## src/rtl/alu_seq_pkg.sv

```systemverilog
// Shared opcode constants and FSM state encoding for the sequential ALU.
package alu_seq_pkg;

    localparam logic [2:0] OP_AND = 3'b000;
    localparam logic [2:0] OP_OR  = 3'b001;
    localparam logic [2:0] OP_MUL = 3'b010;
    localparam logic [2:0] OP_ADD = 3'b011;
    localparam logic [2:0] OP_SUB = 3'b100;

    typedef enum logic [1:0] {
        ST_IDLE = 2'd0,
        ST_EXEC = 2'd1,
        ST_DONE = 2'd2
    } state_t;

endpackage

```

## src/rtl/alu_seq_mul.sv

```systemverilog
// Iterative shift-add unsigned multiplier: one partial product per cycle,
// WIDTH cycles per operation. o_product is the accumulator value including
// the current iteration, so it is the full product in the cycle o_done is high.
module alu_seq_mul
    import alu_seq_pkg::*;
#(
    parameter int WIDTH = 4
) (
    input  logic                 clk,
    input  logic                 rst_n,
    input  logic                 i_start,
    input  logic [WIDTH-1:0]     i_a,
    input  logic [WIDTH-1:0]     i_b,
    output logic                 o_done,
    output logic [2*WIDTH-1:0]   o_product
);

    localparam int             CW   = $clog2(WIDTH + 1);
    localparam logic [CW-1:0]  LAST = CW'(WIDTH - 1);

    logic                 r_run;
    logic [CW-1:0]        r_cnt;
    logic [2*WIDTH-1:0]   r_acc;
    logic [2*WIDTH-1:0]   r_mcand;
    logic [WIDTH-1:0]     r_mplier;
    logic [2*WIDTH-1:0]   w_acc_nxt;

    assign w_acc_nxt = r_mplier[0] ? (r_acc + r_mcand) : r_acc;
    assign o_done    = r_run && (r_cnt == LAST);
    assign o_product = w_acc_nxt;

    // Load operands on start, then shift multiplicand left / multiplier right each cycle.
    always_ff @(posedge clk or negedge rst_n) begin
        if (!rst_n) begin
            r_run    <= 1'b0;
            r_cnt    <= '0;
            r_acc    <= '0;
            r_mcand  <= '0;
            r_mplier <= '0;
        end else if (i_start) begin
            r_run    <= 1'b1;
            r_cnt    <= '0;
            r_acc    <= '0;
            r_mcand  <= {{WIDTH{1'b0}}, i_a};
            r_mplier <= i_b;
        end else if (r_run) begin
            r_acc    <= w_acc_nxt;
            r_mcand  <= r_mcand << 1;
            r_mplier <= r_mplier >> 1;
            if (o_done) begin
                r_run <= 1'b0;
                r_cnt <= '0;
            end else begin
                r_cnt <= r_cnt + 1'b1;
            end
        end
    end

endmodule

```

## src/rtl/alu_seq_nbit.sv

```systemverilog
// Sequential N-bit ALU with valid/ready handshakes on both sides.
// AND/OR/ADD (and SUB) complete in one cycle; MUL runs WIDTH cycles in alu_seq_mul.
// Build option: define ALU_SEQ_SUB_EN to enable op 100 as sign-extended a-b;
// otherwise op 100 behaves like any reserved opcode (result 0).
module alu_seq_nbit
    import alu_seq_pkg::*;
#(
    parameter int WIDTH = 4
) (
    input  logic                 clk,
    input  logic                 rst_n,
    input  logic                 in_valid,
    output logic                 in_ready,
    input  logic [WIDTH-1:0]     a,
    input  logic [WIDTH-1:0]     b,
    input  logic [2:0]           op,
    output logic                 out_valid,
    input  logic                 out_ready,
    output logic [2*WIDTH-1:0]   res,
    output logic                 busy
);

    state_t               r_state;
    state_t               w_state_nxt;
    logic [2*WIDTH-1:0]   r_res;
    logic [2*WIDTH-1:0]   w_quick_res;
    logic [2*WIDTH-1:0]   w_mul_prod;
    logic                 w_accept;
    logic                 w_mul_start;
    logic                 w_mul_done;
    logic [2*WIDTH-1:0]   w_a_ext;
    logic [2*WIDTH-1:0]   w_b_ext;

    assign w_a_ext     = {{WIDTH{1'b0}}, a};
    assign w_b_ext     = {{WIDTH{1'b0}}, b};
    assign w_accept    = in_valid && (r_state == ST_IDLE);
    assign w_mul_start = w_accept && (op == OP_MUL);
    assign res         = r_res;

    alu_seq_mul #(.WIDTH(WIDTH)) u_mul (
        .clk       (clk),
        .rst_n     (rst_n),
        .i_start   (w_mul_start),
        .i_a       (a),
        .i_b       (b),
        .o_done    (w_mul_done),
        .o_product (w_mul_prod)
    );

    // Single-cycle results, computed straight from the inputs at acceptance.
    always_comb begin
        w_quick_res = '0;
        case (op)
            OP_AND:  w_quick_res = w_a_ext & w_b_ext;
            OP_OR:   w_quick_res = w_a_ext | w_b_ext;
            OP_ADD:  w_quick_res = w_a_ext + w_b_ext;
`ifdef ALU_SEQ_SUB_EN
            OP_SUB:  w_quick_res = w_a_ext - w_b_ext;
`endif
            default: w_quick_res = '0;
        endcase
    end

    // State register.
    always_ff @(posedge clk or negedge rst_n) begin
        if (!rst_n) r_state <= ST_IDLE;
        else        r_state <= w_state_nxt;
    end

    // Next-state and handshake outputs.
    always_comb begin
        w_state_nxt = r_state;
        in_ready    = 1'b0;
        out_valid   = 1'b0;
        busy        = 1'b1;
        case (r_state)
            ST_IDLE: begin
                in_ready = 1'b1;
                busy     = 1'b0;
                if (w_accept) w_state_nxt = (op == OP_MUL) ? ST_EXEC : ST_DONE;
            end
            ST_EXEC: begin
                if (w_mul_done) w_state_nxt = ST_DONE;
            end
            ST_DONE: begin
                out_valid = 1'b1;
                if (out_ready) w_state_nxt = ST_IDLE;
            end
            default: w_state_nxt = ST_IDLE;
        endcase
    end

    // Result register only changes on entry to DONE; it holds through IDLE/EXEC.
    always_ff @(posedge clk or negedge rst_n) begin
        if (!rst_n) begin
            r_res <= '0;
        end else if (w_accept && (op != OP_MUL)) begin
            r_res <= w_quick_res;
        end else if ((r_state == ST_EXEC) && w_mul_done) begin
            r_res <= w_mul_prod;
        end
    end

endmodule

```

## config.mk

```make
export PLATFORM = sky130hd
export DESIGN_NAME = alu_seq_nbit
export DESIGN_NICKNAME = d
export VERILOG_FILES = /design/src/rtl/alu_seq_pkg.sv /design/src/rtl/alu_seq_mul.sv /design/src/rtl/alu_seq_nbit.sv
export SDC_FILE = /design/constraint.sdc
export NUM_CORES = 1
export LEC_CHECK = 0
export CAP_MARGIN = 0
export CORE_MARGIN = 3
export CORE_UTILIZATION = 35
export CTS_CLUSTER_SIZE = 30
export DETAILED_ROUTE_END_ITERATION = 10
export PLACE_DENSITY = 0.57
export SYNTH_ARGS = -nofsm -noshare
export SYNTH_HDL_FRONTEND = slang
export SYNTH_SLANG_ARGS = --single-unit
```

## constraint.sdc

```tcl
create_clock -name clk -period 5.6 [get_ports clk]
set_clock_uncertainty 0.15 [all_clocks]
set_input_delay 1.12 -clock clk [delete_from_list [all_inputs] [get_ports clk]]
set_output_delay 1.12 -clock clk [all_outputs]
set_load 0.01 [all_outputs]
```

==> results.txt, run 1 <==
Setup TNS: 0 ns
Area grow syn2layout: 18.46%
Reg clk slew, reported paths: 0.08 ns
Cts hold-fix bufs: 0
Status: finished clean
Dpl cells: 333
Starting Density: 37.13%
Drc violations: 0
# H-tree levels: 2
Detail-routed net length per standard cell: 14.72 um
Flop pwr share: 38.4%
Cell taking the most area after synthesis: dfrtp_1
Post-synth ARST share: 100.0%
Static leakage: 1.234 nW
Worst hold-check path type: reg -> reg
Worst Hold Path Cells: 1
Final ANT Viol Nets: 0
Worst slew margin: 31.44%
Synth area leaders: dfrtp_1, mux2i_1, ha_1, o21ai_0, nand2_1
Root Driver: clkbuf_8
Synth warn: 0
Setup Fix Bufs, Post-CTS: 0
Sinks on Clock Net: 34
Total GRT Usage: 15.31%
Final Cycle Share: 52.00%
Minimum clock period: 2.912 ns
NetSw: 480.9 uW
Final core occ: 43.99%
HPWL after DPL: 3678 um
Synth unique cells: 47
N_diodes: 0
Vias: 1792
Sw Share: 39.25%
Std-Cell Rows: 28
Top-level port count: 26
CTS buffer count: 5
Clk buf depth: 2
Crit start category: flop
Final setup fails: 0
TritonRoute pass-1 iters: 4
Sequential area share after synthesis: 37.59%
PostCTS Resize Cnt: 0
Routed vias/inst: 5.255
Fraction of layout cells with a size suffix above 1: 7.143%
Vias in the first global route: 1878
Chip height: 86.42 um
Area of the core: 0.006096 mm2
Total die area: 0.007468 mm2
Mapped Nets: 276
Peak VDD IR: 0.0001606 V
First-pass GRT wire length: 9087 um
R2R Path End: res[2]$_DFFE_PN0P_
Total congestion overflow: 0
Final hold vios: 0
Die W: 86.42 um
Synth Register Bits: 34
Critical Path RT: 4.33 ns
Worst Reg-to-Reg Cells: 5
Total Nets Final: 298
CTS tree: built
CP Capture Type: output pin
Kind of critical path: reg -> out
Largest net degree at the start of global routing: 35
R2R Setup Slk: 3.04 ns
Comb power frac: 43.1%
Worst hold start: res[2]$_DFFE_PN0P_
Pwr/cell area: 456.9 mW/mm2
RSZ-0062 raised after global routing: false
Initial antenna violation count: 0
Post-synthesis cell area: 0.002263 mm2
Global placement routability congestion: 0.7931
Post-Route WL: 5018 um
# Max-Cap Violations: 0
Worst-case hold path end point: res[2]$_DFFE_PN0P_
Critical path arrival: 1.64 ns
P_int: 744.3 uW
Initial DRC Count: 84
Area after DPL: 0.002572 mm2
Worst-Margin Slew: 1.028 ns
Final Max Tran Viols: 0
Top_reg_cell synth: dfrtp_1
Skew-Pair Late Insertion Delay: 0.29 ns
Synth Instances: 243
Non-Filler Instances: 341
Post-synth top area share: 37.59%
Clk pwr share: 18.5%
Critical path fanouts, max: 8
Worst R2R Start: u_mul.r_run$_DFF_PN0_
Final Cell Area: 0.002681 mm2
Number of synthesized flops with an enable pin: 0
Top achievable clock speed: 0.3434 GHz
Port Buffers: 25
Total power: 1.225 mW
Syn_area_per_cell: 9.314 um2
## flip-flops by register name (all words and copies together) (netlist names)
register and flops:
r_state 2, res 8, u_mul.r_acc 8, u_mul.r_cnt 3
u_mul.r_mcand 8, u_mul.r_mplier 4, u_mul.r_run 1
## final cells by class
class,count,area (um2)
clock inverters,3,40.04
repair buffers,27,265.3
fillers,625,3415
clock buffers,5,68.82
well taps,75,93.84
inverters,13,48.80
flip-flops and latches,34,850.8
multi-input cells,184,1314
## cells in the mapped netlist, drive strengths merged (2+ instances only)
cell type  count
a21o           5
ha            16
clkbuf         7
and3b          2
nand2         23
fa             2
a211oi         5
inv           13
nor4           4
nor3           2
dfrtp         34
nor2          19
or3b           2
xnor2          5
o21ai         20
buf            5
o21a           2
and3           3
mux2i         21
nor2b          2
a31oi          3
nand3b         4
nand2b         3
and2           2
a21oi         16
nor3b          7
nand3          2
o22a           2
a22oi          3
## worst max-delay path by stage
stage | start | endpoint | cells after the start
3_5_place_dp | op[1] | res[4]$_DFFE_PN0P_ | 6
4_1_cts | r_state[0]$_DFFE_PN0P_ | in_ready | 3
3_3_place_gp | op[1] | res[4]$_DFFE_PN0P_ | 6
5_1_grt | op[1] | u_mul.r_mplier[2]$_DFFE_PN0P_ | 5
2_1_floorplan | a[0] | res[2]$_DFFE_PN0P_ | 7
6_report | r_state[0]$_DFFE_PN0P_ | in_ready | 3
## critical path, cell delays in order, from the launching register on
cell and delay (ns):
dfrtp_1 0.46, or2_2 0.31, inv_1 0.06, clkdlybuf4s50_1 0.53
## power by group through the flow
stage          combinational [mW]  clock [mW]  sequential [mW]
6_report                    0.528       0.227            0.470
5_1_grt                     0.606       0.248            0.492
4_1_cts                     0.536       0.235            0.471
3_3_place_gp                0.531           0            0.473
2_1_floorplan               0.435           0            0.407
3_5_place_dp                0.534           0            0.475
## through the flow
step / hold WS (ns) / setup slack (ns)
3_3_place_gp: 0.3288 / 2.419
2_1_floorplan: 0.3272 / 3.073
5_1_grt: 0.3744 / 2.566
3_5_place_dp: 0.3367 / 2.386
6_report: 0.3553 / 2.688
4_1_cts: 0.3531 / 2.665
## metal layers
metal	track usage (%)	share of wire (%)
met5	0	0
met1	20.50	50
met2	24.76	46
met4	4.533	0.92
met3	3.422	2.8
## cell families (layout without fill, tap and decap cells)
family	after synthesis	in the layout	synth area share, %
buf+inv	25	48	4.367
simple gates	77	77	18.13
mux	22	22	9.784
xor+xnor	5	5	1.935
fa+ha+maj	18	18	10.61
compound gates	62	62	17.58
flops	34	34	37.59
## cell usage in the layout (no fill, tap or decap), types with 2 or more instances in the layout
master,n
nand3b_1,4
clkbuf_8,5
a21oi_1,15
clkinv_2,2
and3b_1,2
nand2b_1,3
ha_1,16
xnor2_1,5
o21ai_0,19
mux2i_1,21
fa_1,2
nor2b_1,2
a22oi_1,3
nor2_1,19
clkdlybuf4s50_1,25
inv_1,13
buf_4,2
a211oi_1,4
nor4_1,4
dfrtp_1,34
o22a_1,2
nand2_1,23
a21o_1,4
nor3b_1,7
and3_1,3
a31oi_1,3
o21a_1,2
(Power assumes the default switching activity.)
==> run 2, diff against run 1 <==
==> constraint.sdc (replaced) <==
create_clock -name clk -period 2.7 [get_ports clk]
set_clock_uncertainty 0.15 [all_clocks]
set_input_delay 0.54 -clock clk [delete_from_list [all_inputs] [get_ports clk]]
set_output_delay 0.54 -clock clk [all_outputs]
set_load 0.01 [all_outputs]
==> results.txt, run 2 (synthesized netlist as in run 1, its figures left out) <==
Global placement routability congestion: 0.8662 (was 0.7931)
Worst-Margin Slew: 0.5074 ns (was 1.028 ns)
Drc violations: 0 (unchanged)
Minimum clock period: 2.316 ns
Sinks on Clock Net: 34 (unchanged)
Routing usage on met3: 3.042% (was 3.422%)
Routing usage on met2: 23.57% (was 24.76%)
Peak VDD IR: 0.0005275 V (was 0.0001606 V)
Total GRT Usage: 15.18% (was 15.31%)
Root Driver: clkbuf_8 (unchanged)
Worst hold-check path type: reg -> reg (unchanged)
Post-Route WL: 5088 um (was 5018 um)
Final setup fails: 0 (unchanged)
First-pass GRT wire length: 8901 um (was 9087 um)
Final hold vios: 0 (unchanged)
Final ANT Viol Nets: 0 (unchanged)
Status: finished clean (unchanged)
Final Max Tran Viols: 0 (unchanged)
CP Capture Type: output pin (unchanged)
Top-level port count: 26 (unchanged)
Skew-Pair Late Insertion Delay: 0.29 ns (about the same)
Die W: 86.42 um (unchanged)
P_int: 1.468 mW (was 744.3 uW)
Worst R2R Start: u_mul.r_mcand[0]$_DFFE_PN0P_ (was u_mul.r_run$_DFF_PN0_)
CTS tree: built (unchanged)
Area of the multi-input gates: 0.001314 mm2 (unchanged)
Vias in the first global route: 1834 (was 1878)
CP startpoint: r_state[0]$_DFFE_PN0P_ (unchanged)
Clk buf depth: 2 (unchanged)
Clk pwr share: 14.9% (was 18.5%)
Sequential cell area: 850.8 um2 (unchanged)
Worst hold start: res[5]$_DFFE_PN0P_ (was res[2]$_DFFE_PN0P_)
Setup TNS: 0 ns (unchanged)
Critical path fanouts, max: 8 (unchanged)
GR peak layer: met2 (unchanged)
Total Nets Final: 303 (was 298)
Kind of critical path: reg -> out (unchanged)
Std-Cell Rows: 28 (unchanged)
Setup Fix Bufs, Post-CTS: 0 (unchanged)
HPWL after DPL: 3737 um (was 3678 um)
Total congestion overflow: 0 (unchanged)
N_diodes: 0 (unchanged)
Critical path arrival: 1.63 ns (was 1.64 ns)
CTS buffer count: 5 (unchanged)
PostCTS Resize Cnt: 0 (unchanged)
Static leakage: 1.248 nW (was 1.234 nW)
Detail-routed net length per standard cell: 14.75 um (was 14.72 um)
Area after DPL: 0.002623 mm2 (was 0.002572 mm2)
# Max-Cap Violations: 0 (unchanged)
Area grow syn2layout: 19.35% (was 18.46%)
Number of fill cells: 631 (was 625)
Chip height: 86.42 um (unchanged)
Routed vias/inst: 5.290 (was 5.255)
Sw Share: 40.73% (was 39.25%)
Comb power frac: 49.1% (was 43.1%)
Final Cell Area: 0.002701 mm2 (was 0.002681 mm2)
Critical Path RT: 2.01 ns (was 4.33 ns)
Most frequent cells in the layout: dfrtp_1, clkdlybuf4s50_1, nand2_1 (unchanged)
Commonest non-fill, non-tap cell in the layout: dfrtp_1 (unchanged)
Reg clk slew, reported paths: 0.07 ns (was 0.08 ns)
Cts hold-fix bufs: 0 (unchanged)
Flop pwr share: 36.0% (was 38.4%)
Area of the core: 0.006096 mm2 (unchanged)
Initial antenna violation count: 0 (unchanged)
NetSw: 1.009 mW (was 480.9 uW)
Starting Density: 37.13% (unchanged)
# H-tree levels: 2 (unchanged)
Pwr/cell area: 917.0 mW/mm2 (was 456.9 mW/mm2)
Vias: 1825 (was 1792)
Initial DRC Count: 55 (was 84)
Port Buffers: 25 (unchanged)
RSZ-0062 raised after global routing: false (unchanged)
Worst slew margin: 66.07% (was 31.44%)
Largest net degree at the start of global routing: 35 (unchanged)
GR Util met1: 20.87% (was 20.50%)
TritonRoute pass-1 iters: 4 (unchanged)
Top achievable clock speed: 0.4317 GHz
Crit start category: flop (unchanged)
Fraction of layout cells with a size suffix above 1: 8.519% (was 7.143%)
Total die area: 0.007468 mm2 (unchanged)
Final Cycle Share: 85.79%
## run 2: cell count changes in the layout (fill, tap and decap cells not counted)
cell,change
buf_4,+4
buf_12,+1
bufinv_16,-1
## run 2: power groups by stage
stage	clock, mW	sequential [mW]	combinational (mW)
after floorplan	0	0.844	0.903
after global placement	0	0.897	1.21
after detailed placement	0	0.904	1.22
after CTS	0.376	0.893	1.23
after global routing	0.401	0.929	1.39
final	0.368	0.893	1.22
## run 2: layer usage
layer  routed length, um  share of wire (%)
met1                2540                 50
met2                2253                 44
met3                 184                3.6
met4                 109                2.1
met5                   0                  0
## run 2: area by class of cell
cell class / count / area share [%]
clock buffer: 5 / 2.547
sequential: 34 / 31.50
tap: 75 / 3.474
multi-input combinational: 184 / 48.63
inverter: 13 / 1.806
timing repair buffer: 32 / 11.67
clock inverter: 2 / 0.3705
## run 2: worst max-delay path, cell delays in order (launching register included)
cell and delay, ns:
dfrtp_1 0.45, or2_2 0.31, inv_1 0.05, clkdlybuf4s50_1 0.52
## run 2: stage by stage
step                utilization (%)  worst slack [ns]  power, mW  hold slack (ns)  std cells
floorplan                         -            0.6326      1.747          0.09441        243
global placement              43.02            0.2043      2.102           0.3422        338
detailed placement            43.02            0.2025      2.128           0.3490        338
CTS                           44.31            0.3729      2.503           0.3664        345
global route                  44.31            0.2853      2.722           0.3867        345
finish                        44.31            0.3836      2.477           0.3631        345
## run 2: final timing paths
| check | endpoint | slack (ns) | cells past startpoint |
|---|---|---|---|
| max reg2reg | u_mul.r_acc[6]$_DFFE_PN0P_ | 0.42 | 7 |
| min | res[5]$_DFFE_PN0P_ | 0.36 | 2 |
| max | in_ready | 0.38 | 3 |
| min reg2reg | res[5]$_DFFE_PN0P_ | 0.36 | 2 |
| min in group asynchronous | u_mul.r_cnt[2]$_DFFE_PN0P_ | 0.52 | 2 |
| max in group asynchronous | res[0]$_DFFE_PN0P_ | 1.57 | 2 |
==> run 3, diff against run 2 <==
--- a/config.mk
+++ b/config.mk
@@ -5,11 +5,11 @@
 export SDC_FILE = /design/constraint.sdc
 export NUM_CORES = 1
 export LEC_CHECK = 0
-export CAP_MARGIN = 0
 export CORE_MARGIN = 3
 export CORE_UTILIZATION = 35
 export CTS_CLUSTER_SIZE = 30
 export DETAILED_ROUTE_END_ITERATION = 10
+export GPL_TIMING_DRIVEN = 0
 export PLACE_DENSITY = 0.57
 export SYNTH_ARGS = -nofsm -noshare
 export SYNTH_HDL_FRONTEND = slang
==> results.txt, run 3 (synthesized netlist as in run 1, its figures left out) <==
Crit path max-delay family: buffers and inverters (unchanged)
Area grow syn2layout: 18.30% (was 19.35%)
Post-Route WL: 5212 um (was 5088 um)
Setup TNS: 0 ns (unchanged)
Top achievable clock speed: 0.4237 GHz (was 0.4317 GHz)
Std-Cell Rows: 28 (unchanged)
Drc violations: 0 (unchanged)
Port Buffers: 23 (was 25)
Chip height: 86.42 um (unchanged)
CP Capture Type: output pin (unchanged)
# H-tree levels: 2 (unchanged)
Skew-Pair Late Insertion Delay: 0.29 ns (about the same)
RSZ-0062 raised after global routing: false (unchanged)
Worst slew margin: 47.39% (was 66.07%)
Worst Path Buf+Inv: 2 (unchanged)
Final Max Tran Viols: 0 (unchanged)
Vias in the first global route: 1846 (was 1834)
Static leakage: 1.235 nW (was 1.248 nW)
Final hold vios: 0 (unchanged)
Setup Fix Bufs, Post-CTS: 0 (unchanged)
Crit-path max cell delay: 0.52 ns (about the same)
Worst Reg-to-Reg Cells: 7 (unchanged)
Critical path arrival: 1.67 ns (was 1.63 ns)
Total congestion overflow: 0 (unchanged)
Detail-routed net length per standard cell: 14.93 um (was 14.75 um)
Starting Density: 37.13% (unchanged)
Die W: 86.42 um (unchanged)
Total die area: 0.007468 mm2 (unchanged)
Total Nets Final: 306 (was 303)
Initial DRC Count: 57 (was 55)
Top-level port count: 26 (unchanged)
Clk buf depth: 2 (unchanged)
Final setup fails: 0 (unchanged)
Cts hold-fix bufs: 0 (unchanged)
Commonest non-fill, non-tap cell in the layout: dfrtp_1 (unchanged)
HPWL after DPL: 3947 um (was 3737 um)
N_diodes: 0 (unchanged)
Status: finished clean (unchanged)
Largest net degree at the start of global routing: 35 (unchanged)
Pwr/cell area: 937.6 mW/mm2 (was 917.0 mW/mm2)
Routed vias/inst: 5.309 (was 5.290)
First-pass GRT wire length: 8859 um (was 8901 um)
PostCTS Resize Cnt: 0 (unchanged)
Crit path depth: 3 (unchanged)
Most frequent cells in the layout: dfrtp_1, nand2_1, clkdlybuf4s50_1 (was dfrtp_1, clkdlybuf4s50_1, nand2_1)
Total GRT Usage: 15.01% (was 15.18%)
Reg clk slew, reported paths: 0.08 ns (was 0.07 ns)
Final ANT Viol Nets: 0 (unchanged)
CP cell instances: or2_2, inv_1, clkdlybuf4s50_1 (unchanged)
Area of the core: 0.006096 mm2 (unchanged)
CTS tree: built (unchanged)
Crit start category: flop (unchanged)
Final Cell Area: 0.002678 mm2 (was 0.002701 mm2)
Number of fill cells: 626 (was 631)
Worst hold-check path type: in -> async (was reg -> reg)
# Max-Cap Violations: 0 (unchanged)
Fraction of layout cells with a size suffix above 1: 8.029% (was 8.519%)
Sinks on Clock Net: 34 (unchanged)
Critical path's slowest cell: clkdlybuf4s50_1 (unchanged)
Critical path fanouts, max: 8 (unchanged)
CTS buffer count: 5 (unchanged)
Critical Path RT: 2.01 ns (about the same)
TritonRoute pass-1 iters: 4 (unchanged)
Final Cycle Share: 87.42% (was 85.79%)
Minimum clock period: 2.360 ns (was 2.316 ns)
Worst-Margin Slew: 0.7892 ns (was 0.5074 ns)
Root Driver: clkbuf_8 (unchanged)
Peak VDD IR: 0.0003640 V (was 0.0005275 V)
Global placement routability congestion: 0.7770 (was 0.8662)
R2R Setup Slk: 0.42 ns (about the same)
Vias: 1853 (was 1825)
Area after DPL: 0.002582 mm2 (was 0.002623 mm2)
Kind of critical path: reg -> out (unchanged)
Initial antenna violation count: 0 (unchanged)
run 3: path summary, 6_finish.rpt:
path | from | end
setup reg to reg | u_mul.r_mcand[0]$_DFFE_PN0P_ | res[6]$_DFFE_PN0P_
min in group clk | res[2]$_DFFE_PN0P_ | res[2]$_DFFE_PN0P_
hold / removal | rst_n | res[7]$_DFFE_PN0P_
setup / recovery | r_state[0]$_DFFE_PN0P_ | in_ready
max in group asynchronous | rst_n | res[2]$_DFFE_PN0P_
hold reg to reg | res[2]$_DFFE_PN0P_ | res[2]$_DFFE_PN0P_
run 3: layout make-up:
type	instances	area (um2)	area share [%]
multi-input cells	184	1314	49.07
clock inverters	2	12.51	0.4673
well taps	75	93.84	3.505
clock buffers	6	82.58	3.084
repair buffers	23	225.2	8.411
flip-flops and latches	34	850.8	31.78
inverters	13	48.80	1.822
plain buffers	12	50.05	1.869
run 3: report_power, final:
group | switching, mW | total (mW) | internal [mW]
sequential | 0.158 | 0.861 | 0.704
clock | 0.201 | 0.406 | 0.205
combinational | 0.663 | 1.24 | 0.580
total | 1.02 | 2.51 | 1.49
run 3: per-layer routing:
layer  up-vias  share of wire (%)  global-route usage (%)
met2        40                 47                   24.55
met1       889                 48                   20.59
met5         -                  0                       0
met3         2                4.5                   2.852
met4         0               0.40                   3.399
li1        922                  -                       -
run 3: per-stage QoR:
step	utilization (%)	std cells	hold slack (ns)	setup slack, ns	power [mW]
finish	43.92	349	0.1729	0.3396	2.510
global route	43.92	349	0.2505	0.2557	2.733
CTS	43.92	349	0.2128	0.3321	2.538
detailed placement	42.36	341	0.3367	0.08248	2.129
global placement	42.45	341	0.3295	0.09882	2.111
floorplan	-	243	0.09441	0.6326	1.747
run 3: worst register-to-register path, cell delays in order (launching register included):
cell and delay, ns:
dfrtp_1 0.40, ha_1 0.24, fa_1 0.43, a211oi_1 0.26
o21bai_1 0.11, a21oi_1 0.28, mux2i_1 0.24, nand2_1 0.06
